## src/rtl/upstream_pkg.sv

```systemverilog
// upstream_pkg: shared widths, table depth and FSM state type for the upstream processor
package upstream_pkg;
  localparam int CLIENT_W    = 5;
  localparam int DATA_W      = 32;
  localparam int NUM_CLIENTS = 32;
  typedef enum logic [1:0] {IDLE, ORDER_WR, MAX_WR} state_e;
endpackage

```

## src/rtl/client_table.sv

```systemverilog
// client_table: per-client register file with async clear, one write port, one combinational read port
module client_table
  import upstream_pkg::*;
(
  input  logic                clk,
  input  logic                rst_n,
  input  logic                we,
  input  logic [CLIENT_W-1:0] waddr,
  input  logic [DATA_W-1:0]   wdata,
  input  logic [CLIENT_W-1:0] raddr,
  output logic [DATA_W-1:0]   rdata
);
  logic [DATA_W-1:0] mem_q [NUM_CLIENTS];
  always_ff @(posedge clk or negedge rst_n)
    if (!rst_n) for (int i = 0; i < NUM_CLIENTS; i++) mem_q[i] <= '0;
    else if (we) mem_q[waddr] <= wdata;
  assign rdata = mem_q[raddr];
endmodule

```

## src/rtl/upstream_processor_top.sv

```systemverilog
// upstream_processor_top: per-client order accumulator and limit table with registered readout.
// Define UPC_LIMIT_CHECK_EN to reject orders whose saturated total would exceed the client's nonzero limit.
module upstream_processor_top
  import upstream_pkg::*;
(
  input  logic                clk,
  input  logic                rst_n,
  input  logic [CLIENT_W-1:0] client_id,
  input  logic [DATA_W-1:0]   amount,
  input  logic                new_order,
  input  logic                new_max,
  output logic [DATA_W-1:0]   accumulated_orders,
  output logic [DATA_W-1:0]   max_to_trade,
  output logic                thenewmax
);
  state_e              state_q, state_d;
  logic [CLIENT_W-1:0] id_q, id_d;
  logic [DATA_W-1:0]   amt_q, amt_d, base_q, acc_rd, max_rd, sat;
  logic [DATA_W:0]     sum;
  logic                acc_we, max_we, ok;
  // The table value for the request is captured while idle, so one read port serves both readout and update
  always_ff @(posedge clk or negedge rst_n)
    if (!rst_n) begin
      state_q <= IDLE;
      id_q    <= '0;
      amt_q   <= '0;
      base_q  <= '0;
    end else begin
      state_q <= state_d;
      id_q    <= id_d;
      amt_q   <= amt_d;
      base_q  <= state_q == IDLE ? acc_rd : base_q;
    end
  always_comb begin
    state_d = state_q;
    id_d    = id_q;
    amt_d   = amt_q;
    if (state_q != IDLE) state_d = IDLE;
    else if (new_max || new_order) begin
      state_d = new_max ? MAX_WR : ORDER_WR;
      id_d    = client_id;
      amt_d   = amount;
    end
  end
  assign sum = {1'b0, base_q} + {1'b0, amt_q};
  assign sat = sum[DATA_W] ? '1 : sum[DATA_W-1:0];
`ifdef UPC_LIMIT_CHECK_EN
  logic [DATA_W-1:0] lim_q;
  always_ff @(posedge clk or negedge rst_n)
    if (!rst_n) lim_q <= '0;
    else if (state_q == IDLE) lim_q <= max_rd;
  assign ok = lim_q == '0 || sat <= lim_q;
`else
  assign ok = 1'b1;
`endif
  always_comb begin
    acc_we = state_q == ORDER_WR && ok;
    max_we = state_q == MAX_WR;
  end
  client_table u_acc (
    .clk(clk), .rst_n(rst_n), .we(acc_we), .waddr(id_q), .wdata(sat),
    .raddr(client_id), .rdata(acc_rd)
  );
  client_table u_max (
    .clk(clk), .rst_n(rst_n), .we(max_we), .waddr(id_q), .wdata(amt_q),
    .raddr(client_id), .rdata(max_rd)
  );
  always_ff @(posedge clk or negedge rst_n)
    if (!rst_n) begin
      accumulated_orders <= '0;
      max_to_trade       <= '0;
      thenewmax          <= 1'b0;
    end else begin
      accumulated_orders <= acc_we && id_q == client_id ? sat : acc_rd;
      max_to_trade       <= max_we && id_q == client_id ? amt_q : max_rd;
      thenewmax          <= max_we;
    end
endmodule

```

## config.mk

```make
export PLATFORM = sky130hd
export DESIGN_NAME = upstream_processor_top
export DESIGN_NICKNAME = d
export VERILOG_FILES = /design/src/rtl/upstream_pkg.sv /design/src/rtl/client_table.sv /design/src/rtl/upstream_processor_top.sv
export SDC_FILE = /design/constraint.sdc
export NUM_CORES = 2
export LEC_CHECK = 0
export ABC_CLOCK_PERIOD_IN_PS = 3700
export CAP_MARGIN = 20
export CELL_PAD_IN_SITES_DETAIL_PLACEMENT = 0
export CELL_PAD_IN_SITES_GLOBAL_PLACEMENT = 1
export CORE_MARGIN = 2
export CORE_UTILIZATION = 40
export DETAILED_ROUTE_END_ITERATION = 7
export GPL_TIMING_DRIVEN = 1
export PLACE_DENSITY_LB_ADDON = 0.1
export SYNTH_ARGS = -nofsm -noshare
export SYNTH_HDL_FRONTEND = slang
export SYNTH_SLANG_ARGS = --single-unit
```

## constraint.sdc

```tcl
create_clock -name clk -period 3.7 [get_ports clk]
set_input_delay 0.74 -clock clk [delete_from_list [all_inputs] [get_ports clk]]
set_output_delay 0.74 -clock clk [all_outputs]
set_load 0.05 [all_outputs]
```

==> flow_summary.json <==
{
  "vias": 60100,
  "grt_pass1_wl_um": 443000,
  "p_sw_uw": 28400,
  "postCtsSetupRepairBufs": 0,
  "synthMuxAreaShare_pct": 28.1,
  "htree_levels": 4,
  "grt_pass1_vias": 62400,
  "worstSetupPathType": "register to register",
  "io_buffers": 105,
  "postSynthCellCount": 7249,
  "gp_congestion": 0.844,
  "clockPowerShare_pct": 27.2,
  "coreArea_um2": 243000,
  "route.detailed.drc": 0,
  "dr.pass1.iters": 5,
  "finalSetupTns_ns": 0,
  "cp.required_ns": 4.41,
  "cts_buffers": 239,
  "syn_nets": 7323,
  "synth_edf_count": 0,
  "grt_use_met1_pct": 34.3,
  "nFillCells": 21500,
  "async_flop_share_pct": 100,
  "fin_cells": 10700,
  "rsz0062_at_grt": "yes",
  "grt_overflow": 0,
  "maxCapViolations": 0,
  "drtIter0Drc": 4181,
  "layout.nets": 7372,
  "timing.hold.ws_ns": 0.452,
  "clockBufferDepth": 3,
  "clk_pin_slew_ns": 0.06,
  "p_per_area_nw_per_um2": 779,
  "syn_area_um2": 97300,
  "rows": 181,
  "io_pins": 106,
  "p_int_uw": 59200,
  "ir_drop_mv": 0.639,
  "use_met3_pct": 3.18,
  "wirelength_um": 299000,
  "die_h_um": 497,
  "clk-insertion-delay-late_ns": 0.88,
  "syn_to_final_growth_pct": 15.6,
  "power_frac_comb_pct": 31.0,
  "synth_ff_type": "dfrtp_1",
  "synth_top_family_by_area": "multiplexers",
  "final_max_slew_viol_count": 0,
  "synth_area_per_cell_um2": 13.4,
  "grt_max_degree": 103,
  "dieWidth_um": 497,
  "leakage_uw": 0.0505,
  "ys_seq_elements": 2184,
  "crit_fanout": 35,
  "wire_per_inst_um": 28.0,
  "place_hpwl_um": 169000,
  "cts_sinks": 2184,
  "endpoint_kind": "register",
  "drive_above_1_share_pct": 34.8,
  "via_per_inst": 5.62,
  "cts_tree": "built",
  "seqPwrFrac_pct": 41.8,
  "slew_headroom_pct": 31.8,
  "fin_crit_ns": 3.56,
  "synth_fa_ha_area_share_pct": 0.432,
  "multi_input_area_um2": 40200,
  "synth_compound_area_share_pct": 6.55,
  "start_kind": "register",
  "dieArea_um2": 247000,
  "final_util_pct": 46.4,
  "finalCritPeriodShare_pct": 96.2,
  "cts-root-buf": "clkbuf_16",
  "start_util_pct": 40.1,
  "dp_cells": 10300,
  "worstMarginPinSlew_ns": 1.02,
  "grtUsageMet2_pct": 39.3,
  "regArea_um2": 54700,
  "ant_nets": 0,
  "yosys_warnings": 0,
  "yosys.area_share.simple_pct": 5.37,
  "setup_violations": 0,
  "place_area_um2": 105000,
  "status": "complete, no violations",
  "synth_xor_area_share_pct": 0.276,
  "antenna_found_initial": 5,
  "busiest_layer": "met2",
  "max_freq_ghz": 0.281,
  "grtUsageTotal_pct": 24.3,
  "min_path_type": "input port to register",
  "switching_share_pct": 32.4,
  "hold_viol_final": 0,
  "synth.distinct_cells": 65,
  "skew_ns": 0.0270,
  "ys_seq_area_share_pct": 56.2,
  "worstPathArrival_ns": 4.27,
  "final_area_um2": 113000
}
==> placed cells by master (no fill, tap or decap), types with 99 or more instances in the layout <==
cell type        instances
a21oi_1                794
nand2_1                258
mux2_2                1083
buf_12                 146
mux4_2                 640
o21ai_0                228
dfrtp_1               2184
nor2_1                 890
a31oi_1                101
buf_4                  237
clkdlybuf4s50_1         99
clkbuf_16              242
==> Yosys cell counts (8+ instances only) <==
cell type,number,area share (%)
xor2_1,11,0.099
mux2i_1,74,0.76
buf_1,49,0.19
a21oi_1,796,4.1
a211oi_1,8,0.062
nor3_1,10,0.051
o21ai_1,24,0.12
nand3_1,18,0.093
dfrtp_1,2184,56
o21ai_0,230,1.2
buf_2,150,0.77
a31oi_1,101,0.65
nor2_1,938,3.6
clkbuf_8,9,0.13
nor2_4,21,0.24
inv_1,12,0.046
a21o_1,14,0.11
buf_6,8,0.093
mux2_2,1083,13
xnor2_1,16,0.14
ha_1,32,0.41
clkbuf_1,451,1.7
buf_4,10,0.077
nand2_1,273,1.1
mux4_2,640,15
==> layer usage <==
layer,part of all wire [%],vias to the layer above
met5,0,-
met4,3.2,0
met3,3.6,445
met2,48,1248
met1,45,32100
li1,-,26300
==> stage by stage <==
step	power [µW]	setup WS [ns]
2_1_floorplan	54600	0.662
3_3_place_gp	63100	-0.00919
3_5_place_dp	64000	0.102
4_1_cts	88200	0.0920
5_1_grt	92400	-0.0469
6_report	87600	0.140
==> power groups by stage <==
stage | Combinational, µW | Sequential (µW) | Clock (µW)
after floorplan | 18200 | 36400 | 0
after global placement | 26500 | 36500 | 0
after detailed placement | 27100 | 36900 | 0
after CTS | 27100 | 36600 | 24500
after global routing | 29300 | 37600 | 25500
final | 27100 | 36600 | 23900
==> cells by family after synthesis <==
group / Yosys count
flip-flops: 2184
multiplexers: 1797
AND/OR/NAND/NOR: 1307
AO/OA/AOI/OAI: 1205
buffers and inverters: 694
adder cells (fa/ha/maj): 33
XOR/XNOR: 29
==> cell type report <==
| type | instances | share of cell area [%] |
|---|---|---|
| multi-input cells | 4372 | 35.7 |
| well taps | 3202 | 3.56 |
| clock inverters | 64 | 0.597 |
| diodes | 2 | 0.00445 |
| repair buffers | 489 | 5.16 |
| inverters | 12 | 0.0400 |
| flip-flops and latches | 2184 | 48.6 |
| clock buffers | 371 | 6.37 |
==> path summary, 6_finish.rpt <==
kind	depth (start not counted)	start	slack [ns]	to
hold / removal	3	new_max	0.45	state_q[1]$_DFFE_PN0P_
max in group asynchronous	4	rst_n	1.85	u_acc.mem_q[384]$_DFFE_PN0P_
min in group asynchronous	2	rst_n	0.56	u_max.mem_q[774]$_DFFE_PN0P_
setup reg to reg	10	amt_q[1]$_DFFE_PN0P_	0.14	u_acc.mem_q[29]$_DFFE_PN0P_
hold reg to reg	2	u_acc.mem_q[687]$_DFFE_PN0P_	0.48	u_acc.mem_q[687]$_DFFE_PN0P_
setup / recovery	10	amt_q[1]$_DFFE_PN0P_	0.14	u_acc.mem_q[29]$_DFFE_PN0P_
==> registers in the layout, indices dropped and copies added (netlist names) <==
signal / cells
u_acc.mem_q: 1024
amt_q: 32
u_max.mem_q: 1024
base_q: 32
state_q: 2
accumulated_orders: 32
thenewmax: 1
max_to_trade: 32
id_q: 5
==> what timing repair did <==
item / CTS / global route
setup endpoints to repair: 0 / 89
gates resized for setup: 0 / 7
hold buffers: 1 / 0
endpoints found under the hold margin: 66 / 0
==> critical path: stages, from the launching register on <==
cell and delay, ns:
dfrtp_1 0.40, buf_4 0.25, ha_1 0.32, a21o_2 0.13, nand4_1 0.19, a211o_1 0.41
a2111oi_4 0.50, nor2_2 0.12, o31ai_2 0.43, xnor2_4 0.43, a31oi_1 0.19
(Power assumes the default switching activity.)
